**src/rtl/qu_common.sv**
```systemverilog
// Shared queue/reservation-station types.
// Slot entry layout and depth used by RS schedulers.
package qu_common;

  localparam int RS_DEPTH     = 8;
  localparam int RS_TAG_WIDTH = $clog2(RS_DEPTH);

  typedef logic [RS_TAG_WIDTH-1:0] res_st_addr_t;

  typedef struct packed {
    logic         busy;
    logic         qj_pend;
    res_st_addr_t qj_tag;
    logic         qk_pend;
    res_st_addr_t qk_tag;
  } rs_sched_entry_t;

endpackage

```
**src/rtl/res_st_scheduler_if.sv**
```systemverilog
// Rename-alloc, CDB wakeup and FU-issue bundle
// between the pipeline and one RS scheduler.
interface res_st_scheduler_if
  import qu_common::*;
#(
  parameter int TAG_WIDTH = RS_TAG_WIDTH
);
  logic                 alloc_req_in;
  logic                 alloc_ok_out;
  logic [TAG_WIDTH-1:0] alloc_addr_out;
  logic                 alloc_qj_valid_in;
  logic [TAG_WIDTH-1:0] alloc_qj_in;
  logic                 alloc_qk_valid_in;
  logic [TAG_WIDTH-1:0] alloc_qk_in;
  logic                 cdb_valid_in;
  logic [TAG_WIDTH-1:0] cdb_tag_in;
  logic                 issue_valid_out;
  logic                 issue_ready_in;
  logic [TAG_WIDTH-1:0] issue_addr_out;

  modport master (
    output alloc_req_in, alloc_qj_valid_in, alloc_qj_in,
    output alloc_qk_valid_in, alloc_qk_in,
    output cdb_valid_in, cdb_tag_in, issue_ready_in,
    input  alloc_ok_out, alloc_addr_out,
    input  issue_valid_out, issue_addr_out
  );

  modport slave (
    input  alloc_req_in, alloc_qj_valid_in, alloc_qj_in,
    input  alloc_qk_valid_in, alloc_qk_in,
    input  cdb_valid_in, cdb_tag_in, issue_ready_in,
    output alloc_ok_out, alloc_addr_out,
    output issue_valid_out, issue_addr_out
  );

endinterface

```
**src/rtl/res_st_scheduler_rr_picker.sv**
```systemverilog
// Round-robin first-set finder: scans req_in upward
// from start_in, wrapping modulo N (N a power of two).
module rr_picker #(
  parameter int N         = 8,
  parameter int TAG_WIDTH = $clog2(N)
) (
  input  logic [N-1:0]         req_in,
  input  logic [TAG_WIDTH-1:0] start_in,
  output logic                 valid_out,
  output logic [TAG_WIDTH-1:0] idx_out
);

  always_comb begin
    valid_out = 1'b0;
    idx_out   = '0;
    for (int i = 0; i < N; i++) begin
      if (!valid_out && req_in[start_in + TAG_WIDTH'(i)]) begin
        valid_out = 1'b1;
        idx_out   = start_in + TAG_WIDTH'(i);
      end
    end
  end

endmodule

```
**src/rtl/res_st_scheduler.sv**
```systemverilog
// Reservation-station slot allocator, CDB wakeup
// tracker and round-robin issue selector.
module res_st_scheduler
  import qu_common::*;
#(
  parameter int RS_DEPTH  = qu_common::RS_DEPTH,
  parameter int TAG_WIDTH = $clog2(RS_DEPTH)
) (
  input  logic                 clk,
  input  logic                 rst,
  res_st_scheduler_if.slave    bus,
  input  logic                 flush_in,
  output logic                 full_out,
  output logic                 empty_out,
  output logic [TAG_WIDTH:0]   count_out
);

  typedef logic [TAG_WIDTH:0]   cnt_t;
  typedef logic [TAG_WIDTH-1:0] idx_t;

  rs_sched_entry_t ent_q [RS_DEPTH];
  rs_sched_entry_t ent_d [RS_DEPTH];
  idx_t rr_ptr_q, rr_ptr_d;
  idx_t lock_addr_q, lock_addr_d;
  logic lock_q, lock_d;
  cnt_t count_q, count_d;

  logic [RS_DEPTH-1:0] ready;
  logic pick_valid;
  idx_t pick_idx;
  idx_t free_addr;
  idx_t issue_addr;
  logic alloc_ok;
  logic fire;
  logic qj_pend_new;
  logic qk_pend_new;

  always_comb begin
    ready = '0;
    for (int i = 0; i < RS_DEPTH; i++) begin
      ready[i] = ent_q[i].busy & ~ent_q[i].qj_pend
               & ~ent_q[i].qk_pend;
    end
  end

  rr_picker #(
    .N        (RS_DEPTH),
    .TAG_WIDTH(TAG_WIDTH)
  ) u_pick (
    .req_in   (ready),
    .start_in (rr_ptr_q),
    .valid_out(pick_valid),
    .idx_out  (pick_idx)
  );

  always_comb begin
    free_addr = '0;
    for (int i = RS_DEPTH - 1; i >= 0; i--) begin
      if (!ent_q[i].busy) free_addr = idx_t'(i);
    end
  end

  assign full_out   = (count_q == cnt_t'(RS_DEPTH));
  assign empty_out  = (count_q == '0);
  assign count_out  = count_q;
  assign alloc_ok   = bus.alloc_req_in & ~full_out;
  assign issue_addr = lock_q ? lock_addr_q : pick_idx;
  assign fire       = pick_valid & bus.issue_ready_in;

  assign bus.alloc_ok_out    = alloc_ok;
  assign bus.alloc_addr_out  = free_addr;
  assign bus.issue_valid_out = pick_valid;
  assign bus.issue_addr_out  = issue_addr;

  // Same-cycle CDB hit on an incoming operand means it never waits.
  assign qj_pend_new = bus.alloc_qj_valid_in
    & ~(bus.cdb_valid_in & (bus.cdb_tag_in == bus.alloc_qj_in));
  assign qk_pend_new = bus.alloc_qk_valid_in
    & ~(bus.cdb_valid_in & (bus.cdb_tag_in == bus.alloc_qk_in));

  always_comb begin
    ent_d       = ent_q;
    rr_ptr_d    = rr_ptr_q;
    lock_d      = lock_q;
    lock_addr_d = lock_addr_q;
    count_d     = count_q + cnt_t'(alloc_ok) - cnt_t'(fire);
    for (int i = 0; i < RS_DEPTH; i++) begin
      if (bus.cdb_valid_in && ent_q[i].busy) begin
        if (ent_q[i].qj_tag == bus.cdb_tag_in) ent_d[i].qj_pend = 1'b0;
        if (ent_q[i].qk_tag == bus.cdb_tag_in) ent_d[i].qk_pend = 1'b0;
      end
    end
    if (fire) begin
      ent_d[issue_addr].busy = 1'b0;
      rr_ptr_d = issue_addr + idx_t'(1);
      lock_d   = 1'b0;
    end else if (pick_valid) begin
      lock_d      = 1'b1;
      lock_addr_d = issue_addr;
    end
    if (alloc_ok) begin
      ent_d[free_addr].busy    = 1'b1;
      ent_d[free_addr].qj_pend = qj_pend_new;
      ent_d[free_addr].qj_tag  = bus.alloc_qj_in;
      ent_d[free_addr].qk_pend = qk_pend_new;
      ent_d[free_addr].qk_tag  = bus.alloc_qk_in;
    end
    if (flush_in) begin
      ent_d       = '{default: '0};
      rr_ptr_d    = '0;
      lock_d      = 1'b0;
      lock_addr_d = '0;
      count_d     = '0;
    end
  end

  always_ff @(posedge clk) begin
    if (rst) begin
      ent_q       <= '{default: '0};
      rr_ptr_q    <= '0;
      lock_q      <= 1'b0;
      lock_addr_q <= '0;
      count_q     <= '0;
    end else begin
      ent_q       <= ent_d;
      rr_ptr_q    <= rr_ptr_d;
      lock_q      <= lock_d;
      lock_addr_q <= lock_addr_d;
      count_q     <= count_d;
    end
  end

endmodule

```
**src/flat_wrapper.sv**
```systemverilog
// flat-port wrapper written by rule: the top's interface ports become plain ports
module res_st_scheduler_flat import qu_common::*;
#(
  parameter int RS_DEPTH  = qu_common::RS_DEPTH,
  parameter int TAG_WIDTH = $clog2(RS_DEPTH)
)
  (clk, rst, flush_in, full_out, empty_out, count_out, bus_alloc_req_in, bus_alloc_qj_valid_in, bus_alloc_qj_in, bus_alloc_qk_valid_in, bus_alloc_qk_in, bus_cdb_valid_in, bus_cdb_tag_in, bus_issue_ready_in, bus_alloc_ok_out, bus_alloc_addr_out, bus_issue_valid_out, bus_issue_addr_out);
  res_st_scheduler_if #(.TAG_WIDTH(TAG_WIDTH)) bus_i ();
  input  logic clk;
  input  logic rst;
  input  logic flush_in;
  output logic full_out;
  output logic empty_out;
  output logic [TAG_WIDTH:0] count_out;
  input wire logic [$bits(bus_i.alloc_req_in)-1:0] bus_alloc_req_in;
  input wire logic [$bits(bus_i.alloc_qj_valid_in)-1:0] bus_alloc_qj_valid_in;
  input wire logic [$bits(bus_i.alloc_qj_in)-1:0] bus_alloc_qj_in;
  input wire logic [$bits(bus_i.alloc_qk_valid_in)-1:0] bus_alloc_qk_valid_in;
  input wire logic [$bits(bus_i.alloc_qk_in)-1:0] bus_alloc_qk_in;
  input wire logic [$bits(bus_i.cdb_valid_in)-1:0] bus_cdb_valid_in;
  input wire logic [$bits(bus_i.cdb_tag_in)-1:0] bus_cdb_tag_in;
  input wire logic [$bits(bus_i.issue_ready_in)-1:0] bus_issue_ready_in;
  output wire logic [$bits(bus_i.alloc_ok_out)-1:0] bus_alloc_ok_out;
  output wire logic [$bits(bus_i.alloc_addr_out)-1:0] bus_alloc_addr_out;
  output wire logic [$bits(bus_i.issue_valid_out)-1:0] bus_issue_valid_out;
  output wire logic [$bits(bus_i.issue_addr_out)-1:0] bus_issue_addr_out;
  assign bus_i.alloc_req_in = bus_alloc_req_in;
  assign bus_i.alloc_qj_valid_in = bus_alloc_qj_valid_in;
  assign bus_i.alloc_qj_in = bus_alloc_qj_in;
  assign bus_i.alloc_qk_valid_in = bus_alloc_qk_valid_in;
  assign bus_i.alloc_qk_in = bus_alloc_qk_in;
  assign bus_i.cdb_valid_in = bus_cdb_valid_in;
  assign bus_i.cdb_tag_in = bus_cdb_tag_in;
  assign bus_i.issue_ready_in = bus_issue_ready_in;
  assign bus_alloc_ok_out = bus_i.alloc_ok_out;
  assign bus_alloc_addr_out = bus_i.alloc_addr_out;
  assign bus_issue_valid_out = bus_i.issue_valid_out;
  assign bus_issue_addr_out = bus_i.issue_addr_out;
  res_st_scheduler #(.RS_DEPTH(RS_DEPTH), .TAG_WIDTH(TAG_WIDTH)) u_core (.clk(clk), .rst(rst), .bus(bus_i), .flush_in(flush_in), .full_out(full_out), .empty_out(empty_out), .count_out(count_out));
endmodule
```
**config.mk**
```make
export PLATFORM = sky130hd
export DESIGN_NAME = res_st_scheduler_flat
export DESIGN_NICKNAME = d
export VERILOG_FILES = /design/src/rtl/qu_common.sv /design/src/rtl/res_st_scheduler_if.sv /design/src/rtl/res_st_scheduler_rr_picker.sv /design/src/rtl/res_st_scheduler.sv /design/src/flat_wrapper.sv
export SDC_FILE = /design/constraint.sdc
export NUM_CORES = 1
export LEC_CHECK = 0
export CORE_ASPECT_RATIO = 1.25
export CORE_MARGIN = 2
export CORE_UTILIZATION = 65
export DETAILED_ROUTE_END_ITERATION = 10
export PLACE_DENSITY_LB_ADDON = 0.3
export SLEW_MARGIN = 20
export SYNTH_ARGS = -nofsm -noshare
export SYNTH_HDL_FRONTEND = slang
export SYNTH_SLANG_ARGS = --single-unit
```
**constraint.sdc**
```tcl
create_clock -name clk -period 7.6 [get_ports clk]
set_input_delay 1.52 -clock clk [delete_from_list [all_inputs] [get_ports clk]]
set_output_delay 1.52 -clock clk [all_outputs]
set_load 0.005 [all_outputs]
```
=== Yosys cells after proc, flatten, opt, wreduce, memory -nomap -nowiden ===
Index checks and enable logic that the tools add are counted.

* $add $sub $neg: 10
* Order comparisons: 12
* Equal/unequal tests: 19
* Muxes and demuxes: 93
* Bitwise logic cells: 44
* Reductions and logical operators: 28

{| class="wikitable"
|+ Operators by type and width
! cell !! count
|-
| bitwise mux 72 bit || 6
|-
| demux 9 bit (select 3 bit) || 6
|-
| two-way mux 72 bit || 2
|-
| equality test 3 bit || 18
|-
| two-way mux 3 bit || 18
|-
| two-way mux 1 bit || 48
|-
| less-than comparator 3 x 4 -> 1 bit, second input constant || 8
|-
| binary-select mux 1 bit (select 3 bit) || 8
|-
| AND 1 bit || 22
|-
| inverter 1 bit || 20
|-
| two-way mux 9 bit || 2
|-
| logical AND 1 bit || 17
|-
| adder 3 bit, second input constant || 4
|-
| >= comparator 4 bit, second input constant || 2
|-
| less-than comparator 4 x 1 -> 1 bit, second input constant || 2
|-
| two-way mux 8 bit || 1
|-
| inverter 3 -> 4 bit || 2
|-
| logical NOT 1 bit || 7
|-
| two-way mux 7 bit || 1
|-
| adder 3 x 1 -> 3 bit, second input constant || 2
|-
| adder 3 x 2 -> 3 bit, second input constant || 2
|-
| adder 4 x 1 -> 4 bit || 1
|-
| equality test 4 bit, second input constant || 1
|-
| logical NOT 4 bit || 1
|-
| other kinds (5) || 5
|}

* Bits in registers: 83
* Bits of input ports: 17
* Output and inout port bits: 14
* Logic and storage cells: 250

=== Longest topological paths before layout ===
Gate-level depths: netlist (run 1).

* Word-level depth: 41
* Gate-level depth with buffers: 21
* Gate-level depth less buffers: 17

=== Hierarchy ===
From an unflattened synthesis (run 1), not the netlist that was laid out.

* Cell total of the unflattened synthesis: 548
* Area total of the unflattened synthesis: 5213.8 um^2

{| class="wikitable"
|+ Modules (own cells, without submodules)
! module !! times used !! cells an instance !! area an instance (um^2) !! seq. area each (um^2)
|-
| res_st_scheduler || 1 || 440 || 4217.8 || 1661.6
|-
| rr_picker || 1 || 108 || 996.0 || 0.0
|}

=== Worst setup path before layout (run 1) ===
OpenSTA, ideal clock, no wires.

* Path type: register to output
* Start point: register u_core.rr_ptr_q[0]
* End point: output bus_issue_addr_out[1]
* Arrival: 3.437 ns
* Required time: 6.080 ns
* Path slack: 2.643 ns
* Cell stages (with the launch flop): 14
* Path buffers: 2
* Cells stage by stage: dfxtp_1 -> buf_4 -> clkinv_1 -> clkbuf_8 -> ha_1 -> xor2_1 -> mux4_1 -> mux2_4 -> a2111oi_0 -> a211o_1 -> a311oi_1 -> o221a_4 -> o31ai_4 -> inv_2

* Cells in the longest elaborated chain, start to end: 25
* Elaborated cells between the ends (all ways): 53
* Classes of those cells: add/sub: 7; mux: 32; reduce/logical: 14

{| class="wikitable"
|+ RTL lines
! what !! RTL line !! RTL
|-
| start: declaration || res_st_scheduler.sv:23 || <nowiki>idx_t rr_ptr_q, rr_ptr_d;</nowiki>
|-
| start signal: assignment || res_st_scheduler.sv:126 || <nowiki>rr_ptr_q <= rr_ptr_d;</nowiki>
|-
| branches (longest 23 deep; another with adder 3 x 1 -> 3 bit) || -- ||
|-
| two-way mux 3 bit (*) || res_st_scheduler_rr_picker.sv:17 || <nowiki>if (!valid_out && req_in[start_in + TAG_WIDTH'(i)]) begin</nowiki>
|-
| two-way mux 3 bit (*) || res_st_scheduler.sv:67 || <nowiki>assign issue_addr = lock_q ? lock_addr_q : pick_idx;</nowiki>
|-
| end: declaration || flat_wrapper.sv:26 || <nowiki>output wire logic [$bits(bus_i.issue_addr_out)-1:0] bus_issue_addr_out;</nowiki>
|}

Mark *: on every way between the ends. The select of a mux whose other input is x is not followed.

=== Worst setup path in the final report (run 1) ===
* Start point: register u_core.rr_ptr_q[1]
* End point: output bus_issue_addr_out[2]

Same word-level chain as after synthesis.

==> impl_results.md, run 1 <==
- Number of storage elements in the synthesis netlist: 83
- Maximum VDD drop: 0.157 mV
- Vias in the first global route: 4,462
- Number of synthesized flops with an enable pin: 0
- Starting density of the core: 66.9%
- Worst setup EP type: output pin
- Number of unique standard cell types used by synthesis: 80
- Tightest slew margin relative to the limit: 23.8%
- Sequential Power Share: 47.4%
- Main area contributors after synthesis: sky130_fd_sc_hd__dfxtp_1 (30%), sky130_fd_sc_hd__mux2i_1 (11%), sky130_fd_sc_hd__nor2_1 (7.4%)
- Non-filler cells in the finished layout: 714
- Sequential area share after synthesis: 30.1%
- Sinks on Clock Net: 83
- Wire length of the first global-routing pass: 22,000 um
- Timing startpoint of the critical path: u_core.rr_ptr_q[1]$_SDFFE_PP0N_
- Vertical die dimension: 107 um
- Share of final-layout standard cells stronger than drive strength 1: 10.9%
- Clock insertion delay at the later pin of the skew report: 0.36 ns
- Sw Ratio: 28.5%
- Delay of the slowest cell on the worst path: 1.00 ns
- Detailed-route via count: 4,699
- Count of mapped cells out of synthesis: 617
- Clock Pin Slew Worst Setup and Hold Paths: 0.08 ns
- Number of pins exceeding their max-slew limit in the final report: 0
- Family of cells with the greatest summed delay on the critical path: adder cells
- WP data required: 6.08 ns
- Actual slew at the worst max-slew pin: 1.14 ns
- Root Driver: sky130_fd_sc_hd__clkbuf_8
- Pin count of the biggest net entering global routing: 79
- Worst min path class: register to register
- Classification of the worst setup path: register to output pin
- Reg-to-reg critical path startpoint: u_core.rr_ptr_q[1]$_SDFFE_PP0N_
- Post_cts resized: 0
- Type of origin of the critical path: register
- Fraction of power consumed by combinational cells: 19.9%
- Htree depth: 3
- Vias per cell: 6.58
- Depth of the worst register-to-register path: 16
- Instance count on the critical path: 10
- Worst EP arrival: 5.30 ns
- Port Buffers: 30
- Final min period: 6.82 ns
- Cts bufs inserted: 9
- Final-stage net count: 639
- Number of nets produced by synthesis: 643
- Final setup violation count: 0
- Weighted congestion at the end of routability-driven global placement: 0.986
- Post-synth top area cell: sky130_fd_sc_hd__dfxtp_1
- DRC viols: 0
- Number of antenna violations at the first check in global routing: 0
- Worst hold slack: 0.512 ns
- Share of synthesized registers carrying an async set or reset: 0%
- Iteration-0 DRC count of the detailed router: 328
- Endpoint of the most critical setup path: bus_issue_addr_out[2]
- Fraction of the cycle the final worst path needs: 89.7%
- Global router's overall resource usage: 30.3%
- Count of warnings emitted by yosys: 0
- CP max-delay cell: sky130_fd_sc_hd__ha_1
- Die footprint: 9240 sq um
- Total cell area at the placement stage: 5690 sq um
- Die X: 86.4 um
- Switching power summed over all nets: 272 uW
- List of cells traversed by the critical path: inv_1, ha_1, mux2i_1, mux4_2, o2bb2ai_2, nand2_1, or4_1, a311o_2, nand2_4, clkdlybuf4s50_1
- Post-synthesis to final-layout area growth: 6.47%
- Deepest clock path buffer count: 2
- Number of failing hold endpoints at the final stage: 0
- Clock tree from TritonCTS: yes
- Unrepaired setup endpoints after global routing: false
- IO Pins: 31
- Int Power: 681 uW
- Worst reg2reg endpoint: u_core.count_out[2]$_SDFF_PP0_
- Run status: finished, final reports clean
- Summed instance area of the synthesized netlist: 5510 sq um
- Antenna viol nets, final: 0
- Core box area: 8240 sq um
- WP buf/inv: 2
- Clk pwr share: 32.8%
- Pre-Repair DR Iteration Count: 6
- Number of antenna repair diodes: 0
- Setup slack of the most critical reg-to-reg path: 1.80 ns
- Avg Inst Size Synth: 8.93 sq um
- Top fanout value on the critical path: 26
- Maximum clock skew at final layout: 0.00850 ns
- # Post-CTS Setup Buffers: 0
- Setup_tns: 0 ns
- Finished layout cell area: 5870 sq um
- Detailed Route WL: 13,600 um
- Proportion of netlist area held by the largest area contributor: 30.1%
- Total gr overflow: 0
- Cell count after placement: 699
- Number of buffers inserted for hold repair after clock tree synthesis: 0
- Max Clk Rate: 147 MHz
- Detailed-placement wirelength estimate: 9860 um
- Average detailed-routed wire length per instance: 19.1 um
- Post-synth top flop: sky130_fd_sc_hd__dfxtp_1
- Ratio of total power to cell area: 162 nW/um^2
- Leakage power figure: 0.00231 uW
- Row count: 37
- Max_cap viols: 0
-- logic make-up (layout without fill, tap and decap cells) --
kind of cell	after synthesis	count (layout)	share of synthesized area [%]
fa+ha+maj	9	9	2.18
compound gates	104	104	14.9
mux	74	74	16.4
simple gates	222	222	20.7
flops	83	83	30.1
xor+xnor	60	60	9.53
buf+inv	65	65	6.13
-- power by group through the flow --
| stage | registers (uW) | clock network, uW | logic (uW) |
|---|---|---|---|
| 2_1_floorplan | 455 | 0 | 142 |
| 3_3_place_gp | 461 | 0 | 184 |
| 3_5_place_dp | 461 | 0 | 187 |
| 4_1_cts | 451 | 317 | 189 |
| 5_1_grt | 452 | 337 | 204 |
| 6_report | 451 | 312 | 189 |
-- layer usage --
metal / share of wire [%] / vias up / track usage [%]
met1: 40 / 2271 / 37.3
met4: 4.0 / 0 / 17.0
met5: 0 / - / 0
met3: 5.0 / 37 / 4.16
met2: 51 / 174 / 50.4
li1: - / 2217 / -
-- how the worst min path moves through the flow --
| stage | from | end | slack (ns) | depth (start not counted) |
|---|---|---|---|---|
| 2_1_floorplan | u_core.lock_addr_q[1]$_SDFFE_PP0P_ | u_core.lock_addr_q[1]$_SDFFE_PP0P_ | 0.45 | 2 |
| 3_3_place_gp | u_core.lock_addr_q[1]$_SDFFE_PP0P_ | u_core.lock_addr_q[1]$_SDFFE_PP0P_ | 0.47 | 2 |
| 3_5_place_dp | u_core.lock_addr_q[1]$_SDFFE_PP0P_ | u_core.lock_addr_q[1]$_SDFFE_PP0P_ | 0.50 | 2 |
| 4_1_cts | u_core.lock_addr_q[2]$_SDFFE_PP0P_ | u_core.lock_addr_q[2]$_SDFFE_PP0P_ | 0.51 | 2 |
| 5_1_grt | u_core.ent_q[32]$_SDFFE_PP0P_ | u_core.ent_q[32]$_SDFFE_PP0P_ | 0.55 | 2 |
| 6_report | u_core.lock_addr_q[1]$_SDFFE_PP0P_ | u_core.lock_addr_q[1]$_SDFFE_PP0P_ | 0.51 | 2 |
-- worst register-to-register path: stages (launching register included) --
cell and delay, ns:
sky130_fd_sc_hd__dfxtp_1 0.88, sky130_fd_sc_hd__inv_1 0.31, sky130_fd_sc_hd__ha_1 1.00, sky130_fd_sc_hd__mux2i_1 0.23, sky130_fd_sc_hd__mux4_2 0.55, sky130_fd_sc_hd__a211oi_2 0.28
sky130_fd_sc_hd__nand3_1 0.21, sky130_fd_sc_hd__or3b_2 0.53, sky130_fd_sc_hd__nand2_1 0.37, sky130_fd_sc_hd__inv_1 0.17, sky130_fd_sc_hd__ha_1 0.30, sky130_fd_sc_hd__inv_1 0.05
sky130_fd_sc_hd__ha_1 0.16, sky130_fd_sc_hd__inv_1 0.06, sky130_fd_sc_hd__fa_1 0.37, sky130_fd_sc_hd__xor2_1 0.13, sky130_fd_sc_hd__nor2_1 0.05
-- cell usage in the layout, fill, tap and decap left out, types with 3 or more instances in the layout --
master / netlist / layout
sky130_fd_sc_hd__a2111oi_0: 9 / 8
sky130_fd_sc_hd__a211oi_1: 6 / 6
sky130_fd_sc_hd__a21o_1: 5 / 5
sky130_fd_sc_hd__a21oi_1: 15 / 15
sky130_fd_sc_hd__a311oi_1: 3 / 3
sky130_fd_sc_hd__a31oi_1: 19 / 19
sky130_fd_sc_hd__and2_1: 4 / 4
sky130_fd_sc_hd__buf_2: 6 / 3
sky130_fd_sc_hd__buf_4: 4 / 3
sky130_fd_sc_hd__clkbuf_8: 3 / 10
sky130_fd_sc_hd__clkdlybuf4s50_1: 0 / 27
sky130_fd_sc_hd__dfxtp_1: 83 / 83
sky130_fd_sc_hd__ha_1: 8 / 8
sky130_fd_sc_hd__inv_1: 15 / 15
sky130_fd_sc_hd__mux2i_1: 61 / 61
sky130_fd_sc_hd__mux4_1: 5 / 5
sky130_fd_sc_hd__mux4_2: 6 / 6
sky130_fd_sc_hd__nand2_1: 33 / 33
sky130_fd_sc_hd__nand2b_1: 3 / 3
sky130_fd_sc_hd__nand3_1: 5 / 5
sky130_fd_sc_hd__nand4_1: 7 / 7
sky130_fd_sc_hd__nor2_1: 109 / 108
sky130_fd_sc_hd__nor2b_1: 3 / 3
sky130_fd_sc_hd__nor3_1: 8 / 8
sky130_fd_sc_hd__nor3b_2: 6 / 6
sky130_fd_sc_hd__nor4_1: 5 / 5
sky130_fd_sc_hd__nor4b_1: 9 / 9
sky130_fd_sc_hd__o21ai_0: 5 / 5
sky130_fd_sc_hd__o22ai_1: 3 / 3
sky130_fd_sc_hd__o31a_1: 3 / 3
sky130_fd_sc_hd__o41ai_1: 11 / 11
sky130_fd_sc_hd__or3b_2: 9 / 9
sky130_fd_sc_hd__or4_1: 6 / 6
sky130_fd_sc_hd__xnor2_1: 14 / 14
sky130_fd_sc_hd__xor2_1: 46 / 46
-- cell usage after synthesis (3+ instances only) --
cell type and n:
sky130_fd_sc_hd__clkbuf_1 19, sky130_fd_sc_hd__ha_1 8, sky130_fd_sc_hd__mux4_2 6, sky130_fd_sc_hd__inv_1 15, sky130_fd_sc_hd__a311oi_1 3, sky130_fd_sc_hd__nand2_1 33
sky130_fd_sc_hd__nor3b_2 6, sky130_fd_sc_hd__nor4_1 5, sky130_fd_sc_hd__a21oi_1 15, sky130_fd_sc_hd__buf_6 4, sky130_fd_sc_hd__o31a_1 3, sky130_fd_sc_hd__nor2_1 109
sky130_fd_sc_hd__nand3_1 5, sky130_fd_sc_hd__mux2i_1 61, sky130_fd_sc_hd__buf_1 11, sky130_fd_sc_hd__buf_2 6, sky130_fd_sc_hd__xnor2_1 14, sky130_fd_sc_hd__nand4_1 7
sky130_fd_sc_hd__or4_1 6, sky130_fd_sc_hd__a31oi_1 19, sky130_fd_sc_hd__o22ai_1 3, sky130_fd_sc_hd__nor3_1 8, sky130_fd_sc_hd__o41ai_1 11, sky130_fd_sc_hd__o21ai_0 5
sky130_fd_sc_hd__and2_1 4, sky130_fd_sc_hd__buf_4 4, sky130_fd_sc_hd__dfxtp_1 83, sky130_fd_sc_hd__clkbuf_8 3, sky130_fd_sc_hd__nand2b_1 3, sky130_fd_sc_hd__a2111oi_0 9
sky130_fd_sc_hd__mux4_1 5, sky130_fd_sc_hd__nor4b_1 9, sky130_fd_sc_hd__a21o_1 5, sky130_fd_sc_hd__or3b_2 9, sky130_fd_sc_hd__a211oi_1 6, sky130_fd_sc_hd__nor2b_1 3
sky130_fd_sc_hd__xor2_1 46
-- registers in the layout, indices dropped and copies added, names as in the netlist --
signal and flops:
u_core.rr_ptr_q 3, u_core.lock_q 1, u_core.ent_q 72, u_core.count_out 4, u_core.lock_addr_q 3
-- metrics by stage --
| step | util, % | power [uW] | worst slack (ns) |
|---|---|---|---|
| CTS | 71.4 | 957 | 0.796 |
| finish | 71.2 | 953 | 0.782 |
| detailed placement | 69.0 | 649 | 1.17 |
| floorplan | - | 596 | 2.64 |
| global route | 71.2 | 993 | 0.456 |
| global placement | 69.0 | 644 | 1.35 |
-- cell type report --
class                      count  area [sq um]
clock buffer                  11           141
fill                         627          2370
tap                           97           121
clock inverter                 4          51.3
multi-input combinational    469          3520
sequential                    83          1660
inverter                      17          63.8
timing repair buffer          33           308
Note: power is estimated with default switching activity, not from simulation.
==> run 2, diff against run 1 <==
--- a/config.mk
+++ b/config.mk
@@ -12,2 +12,4 @@
 export PLACE_DENSITY_LB_ADDON = 0.3
+export SETUP_SLACK_MARGIN = 0.2
+export SKIP_LAST_GASP = 1
 export SLEW_MARGIN = 20
--- a/constraint.sdc
+++ b/constraint.sdc
@@ -3,2 +3,2 @@
 set_output_delay 1.52 -clock clk [all_outputs]
-set_load 0.005 [all_outputs]
+set_load 0.1 [all_outputs]
==> run 2 against run 1 <==
  * Wire length is 2.9% higher
  * Critical path depth is 2 lower
  * Critical path type unchanged
  * Critical endpoint is now bus_issue_valid_out
  * Setup slack lost 0.0020 ns
  * Final cell count grew 0.14%
  * Combinational power is 39% higher
  * Global-route usage rose by 0.59 points
  * Worst hold slack got worse by 0.0065 ns
  * Clock-buffer cell count unchanged
  * Clock skew is 0.0054 ns higher
  * Via count up 0.17%
  * Total power increased by 7.7%
  * Die area is the same
==> impl_results.md, run 2 (same netlist as run 1, synthesis figures left out) <==
- Finished layout cell area: 5870 sq um (unchanged)
- Number of failing hold endpoints at the final stage: 0 (unchanged)
- Clock tree from TritonCTS: yes (unchanged)
- Commonest cells after routing, fill and taps aside: sky130_fd_sc_hd__nor2_1 (107), sky130_fd_sc_hd__dfxtp_1 (83), sky130_fd_sc_hd__mux2i_1 (61) (was sky130_fd_sc_hd__nor2_1 (108), sky130_fd_sc_hd__dfxtp_1 (83), sky130_fd_sc_hd__mux2i_1 (61))
- IO Pins: 31 (unchanged)
- Htree depth: 3 (unchanged)
- Maximum VDD drop: 0.163 mV (was 0.157 mV)
- Detailed-placement wirelength estimate: 10,200 um (was 9860 um)
- Worst setup EP type: output pin (unchanged)
- Final min period: 6.82 ns (about the same)
- Max_cap viols: 0 (unchanged)
- Deepest clock path buffer count: 2 (unchanged)
- CP max-delay cell: sky130_fd_sc_hd__ha_1 (unchanged)
- Die X: 86.4 um (unchanged)
- Run status: finished, final reports clean (unchanged)
- Largest register by flop count: u_core.ent_q (unchanged)
- Worst min path class: register to register (unchanged)
- Post-synthesis to final-layout area growth: 6.47% (unchanged)
- Vias in the first global route: 4,436 (was 4,462)
- Number of pins exceeding their max-slew limit in the final report: 0 (unchanged)
- Sinks on Clock Net: 83 (unchanged)
- Delay of the slowest cell on the worst path: 1.00 ns (about the same)
- Cts bufs inserted: 9 (unchanged)
- Unrepaired setup endpoints after global routing: false (unchanged)
- List of cells traversed by the critical path: inv_1, ha_1, mux2i_1, mux4_2, a211oi_2, nand3_1, or3b_2, clkdlybuf4s50_1 (was inv_1, ha_1, mux2i_1, mux4_2, o2bb2ai_2, nand2_1, or4_1, a311o_2, nand2_4, clkdlybuf4s50_1)
- Final setup violation count: 0 (unchanged)
- Fraction of the cycle the final worst path needs: 89.7% (about the same)
- Ratio of total power to cell area: 175 nW/um^2 (was 162 nW/um^2)
- Classification of the worst setup path: register to output pin (unchanged)
- Max Clk Rate: 147 MHz (about the same)
- Worst EP arrival: 5.30 ns (about the same)
- Vertical die dimension: 107 um (unchanged)
- Leakage power figure: 0.00232 uW (was 0.00231 uW)
- Average detailed-routed wire length per instance: 19.6 um (was 19.1 um)
- Number of antenna violations at the first check in global routing: 0 (unchanged)
- Final-stage net count: 639 (unchanged)
- Port Buffers: 30 (unchanged)
- Actual slew at the worst max-slew pin: 1.10 ns (was 1.14 ns)
- Starting density of the core: 66.9% (unchanged)
- Root Driver: sky130_fd_sc_hd__clkbuf_8 (unchanged)
- Row count: 37 (unchanged)
- WP data required: 6.08 ns (about the same)
- Total gr overflow: 0 (unchanged)
- Post_cts resized: 0 (unchanged)
- Number of antenna repair diodes: 0 (unchanged)
- Iteration-0 DRC count of the detailed router: 327 (was 328)
- Most frequent standard cell in the layout excluding fill and tap cells: sky130_fd_sc_hd__nor2_1 (unchanged)
- Die footprint: 9240 sq um (unchanged)
- Setup_tns: 0 ns (unchanged)
- Top fanout value on the critical path: 26 (unchanged)
- Worst hold slack: 0.506 ns (was 0.512 ns)
- Tightest slew margin relative to the limit: 26.4% (was 23.8%)
- Type of origin of the critical path: register (unchanged)
- Largest register FFs: 72 (unchanged)
- Final Util: 71.2% (unchanged)
- Total cell area at the placement stage: 5680 sq um (was 5690 sq um)
- # Post-CTS Setup Buffers: 0 (unchanged)
- Weighted congestion at the end of routability-driven global placement: 0.933 (was 0.986)
- Detailed-route via count: 4,707 (was 4,699)
- DRC viols: 0 (unchanged)
- Core box area: 8240 sq um (unchanged)
- Detailed Route WL: 14,000 um (was 13,600 um)
- Antenna viol nets, final: 0 (unchanged)
- Pin count of the biggest net entering global routing: 79 (unchanged)
- Clock insertion delay at the later pin of the skew report: 0.36 ns (about the same)
- Vias per cell: 6.58 (about the same)
- Maximum clock skew at final layout: 0.0139 ns (was 0.00850 ns)
- Number of buffers inserted for hold repair after clock tree synthesis: 0 (unchanged)
- Share of final-layout standard cells stronger than drive strength 1: 11.3% (was 10.9%)
- Clock Pin Slew Worst Setup and Hold Paths: 0.09 ns (was 0.08 ns)
- Pre-Repair DR Iteration Count: 7 (was 6)
- Global router's overall resource usage: 30.9% (was 30.3%)
- Wire length of the first global-routing pass: 22,300 um (was 22,000 um)
run 2: path summary, 6_finish.rpt:
path / start / end / slack, ns / cells after the start
min reg2reg: u_core.lock_addr_q[1]$_SDFFE_PP0P_ / u_core.lock_addr_q[1]$_SDFFE_PP0P_ / 0.51 / 2
min: u_core.lock_addr_q[1]$_SDFFE_PP0P_ / u_core.lock_addr_q[1]$_SDFFE_PP0P_ / 0.51 / 2
max reg2reg: u_core.rr_ptr_q[1]$_SDFFE_PP0N_ / u_core.count_out[2]$_SDFF_PP0_ / 1.82 / 16
max: u_core.rr_ptr_q[1]$_SDFFE_PP0N_ / bus_issue_valid_out / 0.78 / 8
run 2: per-layer routing:
layer  up-vias  global-route usage (%)  routed length, um
met5         -                       0                  0
met4         0                    17.5                661
met3        55                    3.93                698
met2       197                    52.4               7050
met1      2246                    37.2               5600
li1       2209                       -                  -
run 2: cell type report:
cell class              instances  area (sq um)
multi-input cells             469          3520
fillers                       637          2370
flip-flops and latches         83          1660
repair buffers                 33           305
clock buffers                  11           131
well taps                      97           121
inverters                      17          63.8
clock inverters                 5          61.3
run 2: per-stage QoR:
stage	setup slack [ns]	cells	power, uW
6_report	0.780	715	1030
3_3_place_gp	1.35	699	717
3_5_place_dp	1.17	699	720
4_1_cts	0.799	715	1030
2_1_floorplan	2.32	617	667
5_1_grt	0.427	715	1070
run 2: where the power goes:
group          switching, uW  total (uW)  internal (uW)
clock network            160         314            154
registers               10.4         451            441
logic                    181         262           80.5
run 2: worst max-delay path: cells and delay by family (launching register included):
family                     cells  cell delay (ns)
buffers and inverters          2             1.28
adders and majority gates      1             1.00
DFF                            1             0.91
muxes                          2             0.75
and+or+nand+nor                2             0.75
AOI/OAI and AO/OA              1             0.25
==> run 3, diff against run 2 <==
CORE_UTILIZATION = 61   (was 65)
PLACE_DENSITY = 0.78   (was unset)
PLACE_DENSITY_LB_ADDON = unset   (was 0.3)
clock period = 6.3 ns   (was 7.6 ns; I/O delays follow)
==> run 3 against run 2 <==
  * Clock-buffer cell count unchanged
  * Worst hold slack worse by 0.0022 ns
  * Clock power up 2%
  * Total power is 16% higher
  * First-iteration DRC count down 16%
  * Critical path depth is 3 higher
  * Die area increased by 6.3%
  * Setup slack better by 0.038 ns
  * Core utilization decreased by 3.3 points
  * Design area is 1.3% higher
  * Via count fell by 0.89%
  * Largest cell class unchanged
==> impl_results.md, run 3 (same netlist as run 1, synthesis figures left out) <==
- Port Buffers: 30 (unchanged)
- CP max-delay cell: sky130_fd_sc_hd__ha_1 (unchanged)
- Number of antenna repair diodes: 0 (unchanged)
- Largest register FFs: 72 (unchanged)
- Max Clk Rate: 182 MHz
- Final setup violation count: 0 (unchanged)
- Switching power summed over all nets: 415 uW (was 352 uW)
- Top fanout value on the critical path: 26 (unchanged)
- Maximum VDD drop: 0.156 mV (was 0.163 mV)
- Iteration-0 DRC count of the detailed router: 276 (was 327)
- Root Driver: sky130_fd_sc_hd__clkbuf_8 (unchanged)
- Commonest cells after routing, fill and taps aside: sky130_fd_sc_hd__nor2_1 (107), sky130_fd_sc_hd__dfxtp_1 (83), sky130_fd_sc_hd__mux2i_1 (61) (unchanged)
- Sw Ratio: 34.7% (was 34.2%)
- Number of antenna violations at the first check in global routing: 0 (unchanged)
- Wire length of the first global-routing pass: 22,800 um (was 22,300 um)
- Detailed-route via count: 4,665 (was 4,707)
- Critical hold path startpoint: u_core.lock_addr_q[2]$_SDFFE_PP0P_ (was u_core.lock_addr_q[1]$_SDFFE_PP0P_)
- Worst setup EP type: output pin (unchanged)
- Core box area: 8750 sq um (was 8240 sq um)
- Worst EP arrival: 4.22 ns (was 5.30 ns)
- WP buf/inv: 3 (was 2)
- Timing startpoint of the critical path: u_core.rr_ptr_q[1]$_SDFFE_PP0N_ (unchanged)
- Die footprint: 9820 sq um (was 9240 sq um)
- Actual slew at the worst max-slew pin: 1.10 ns (about the same)
- Fraction of power consumed by combinational cells: 28.1% (was 25.5%)
- Reg-to-reg critical path startpoint: u_core.rr_ptr_q[1]$_SDFFE_PP0N_ (unchanged)
- Clock insertion delay at the later pin of the skew report: 0.36 ns (about the same)
- Int Power: 780 uW (was 675 uW)
- Fraction of the cycle the final worst path needs: 87.0%
- IO Pins: 31 (unchanged)
- Number of failing hold endpoints at the final stage: 0 (unchanged)
- Final-stage net count: 645 (was 639)
- Tightest slew margin relative to the limit: 26.3% (was 26.4%)
- Clock tree from TritonCTS: yes (unchanged)
- Total gr overflow: 0 (unchanged)
- Ratio of total power to cell area: 201 nW/um^2 (was 175 nW/um^2)
- Met1 Routed Length: 5660 um (was 5600 um)
- Classification of the worst setup path: register to output pin (unchanged)
- Number of pins exceeding their max-slew limit in the final report: 0 (unchanged)
- Post_cts resized: 0 (unchanged)
- Most frequent standard cell in the layout excluding fill and tap cells: sky130_fd_sc_hd__nor2_1 (unchanged)
- Detailed Route WL: 13,900 um (was 14,000 um)
- Clock Pin Slew Worst Setup and Hold Paths: 0.08 ns (was 0.09 ns)
- Deepest clock path buffer count: 2 (unchanged)
- Share of final-layout standard cells stronger than drive strength 1: 11.7% (was 11.3%)
- Post-synthesis to final-layout area growth: 7.83% (was 6.47%)
- Max_cap viols: 0 (unchanged)
- Largest register by flop count: u_core.ent_q (unchanged)
- Sequential Power Share: 45.2% (was 43.9%)
- Vias in the first global route: 4,610 (was 4,436)
- Pin count of the biggest net entering global routing: 49 (was 79)
- Leakage power figure: 0.00234 uW (was 0.00232 uW)
- DRC viols: 0 (unchanged)
- Average detailed-routed wire length per instance: 18.8 um (was 19.6 um)
- Setup_tns: 0 ns (unchanged)
- Vias per cell: 6.29 (was 6.58)
- Vertical die dimension: 110 um (was 107 um)
- Number of buffers inserted for hold repair after clock tree synthesis: 0 (unchanged)
- Row count: 38 (was 37)
- Met2 routed WL: 6990 um (was 7050 um)
- Final min period: 5.48 ns
- Detailed-placement wirelength estimate: 10,300 um (was 10,200 um)
- Worst min path class: register to register (unchanged)
- Die X: 89.0 um (was 86.4 um)
- Weighted congestion at the end of routability-driven global placement: 0.917 (was 0.933)
- WP data required: 5.04 ns (was 6.08 ns)
- Run status: finished, final reports clean (unchanged)
- Cts bufs inserted: 9 (unchanged)
- Delay of the slowest cell on the worst path: 0.95 ns (was 1.00 ns)
- Clk pwr share: 26.7% (was 30.6%)
- Antenna viol nets, final: 0 (unchanged)
- Htree depth: 3 (unchanged)
- Detailed route wirelength on metal3: 534 um (was 698 um)
- Unrepaired setup endpoints after global routing: false (unchanged)
- Pre-Repair DR Iteration Count: 5 (was 7)
- Sinks on Clock Net: 83 (unchanged)
- Top Layer Used: met4 (unchanged)
- Maximum clock skew at final layout: 0.0115 ns (was 0.0139 ns)
- Family of cells with the greatest summed delay on the critical path: adder cells (was buffers and inverters)
- Final Util: 67.9% (was 71.2%)
- Global router's overall resource usage: 30.3% (was 30.9%)
- # Post-CTS Setup Buffers: 0 (unchanged)
- List of cells traversed by the critical path: inv_1, ha_1, mux2i_1, mux4_2, and3_1, o31a_1, and2_4, o221a_4, o31ai_4, inv_2, buf_12 (was inv_1, ha_1, mux2i_1, mux4_2, a211oi_2, nand3_1, or3b_2, clkdlybuf4s50_1)
- Starting density of the core: 63.0% (was 66.9%)
- Type of origin of the critical path: register (unchanged)
==> run 3: metal layers <==
metal / vias to the layer above / global-route usage (%)
met5: - / 0
met4: 0 / 16.4
met3: 51 / 4.99
met2: 154 / 52.3
met1: 2229 / 35.4
li1: 2231 / -
==> run 3: area by class of cell <==
type                            count  area, sq um
Clock buffer                       11          131
Fill cell                         726         2800
Multi-Input combinational cell    469         3520
Timing Repair Buffer               39          395
Tap cell                          120          150
Clock inverter                      3         17.5
Inverter                           17         63.8
Sequential cell                    83         1660
==> run 3: path summary, 6_finish.rpt <==
| path | cells past startpoint | slack [ns] | to |
|---|---|---|---|
| min reg2reg | 2 | 0.50 | u_core.lock_addr_q[2]$_SDFFE_PP0P_ |
| max | 11 | 0.82 | bus_issue_addr_out[1] |
| max reg2reg | 16 | 1.31 | u_core.count_out[2]$_SDFF_PP0_ |
| min | 2 | 0.50 | u_core.lock_addr_q[2]$_SDFFE_PP0P_ |
==> run 3: worst register-to-register path, stage by stage (launching register included) <==
cell	delay (ns)
sky130_fd_sc_hd__dfxtp_1	0.33
sky130_fd_sc_hd__inv_1	0.12
sky130_fd_sc_hd__ha_1	0.95
sky130_fd_sc_hd__mux2i_1	0.23
sky130_fd_sc_hd__mux4_2	0.56
sky130_fd_sc_hd__a211oi_2	0.24
sky130_fd_sc_hd__nand3_1	0.23
sky130_fd_sc_hd__or3b_2	0.54
sky130_fd_sc_hd__nand2_1	0.37
sky130_fd_sc_hd__inv_1	0.15
sky130_fd_sc_hd__ha_1	0.30
sky130_fd_sc_hd__inv_1	0.05
sky130_fd_sc_hd__ha_1	0.15
sky130_fd_sc_hd__inv_1	0.05
sky130_fd_sc_hd__fa_1	0.40
sky130_fd_sc_hd__xor2_1	0.14
sky130_fd_sc_hd__nor2_1	0.05
==> run 3: stage by stage <==
step	power (uW)	instances	setup WS (ns)	cell area, sq um	hold WS (ns)
2_1_floorplan	805	617	1.28	5510	0.451
6_report	1200	742	0.818	5940	0.503
4_1_cts	1200	742	0.859	5940	0.503
5_1_grt	1250	742	0.561	5940	0.536
3_3_place_gp	882	728	1.35	5790	0.481
3_5_place_dp	885	728	1.26	5790	0.492
==> run 3: power groups by stage <==
stage,sequential [uW],clock [uW],combinational [uW]
finish,540,319,336
detailed placement,552,0,333
global placement,552,0,329
CTS,540,327,334
global route,541,346,359
floorplan,565,0,240
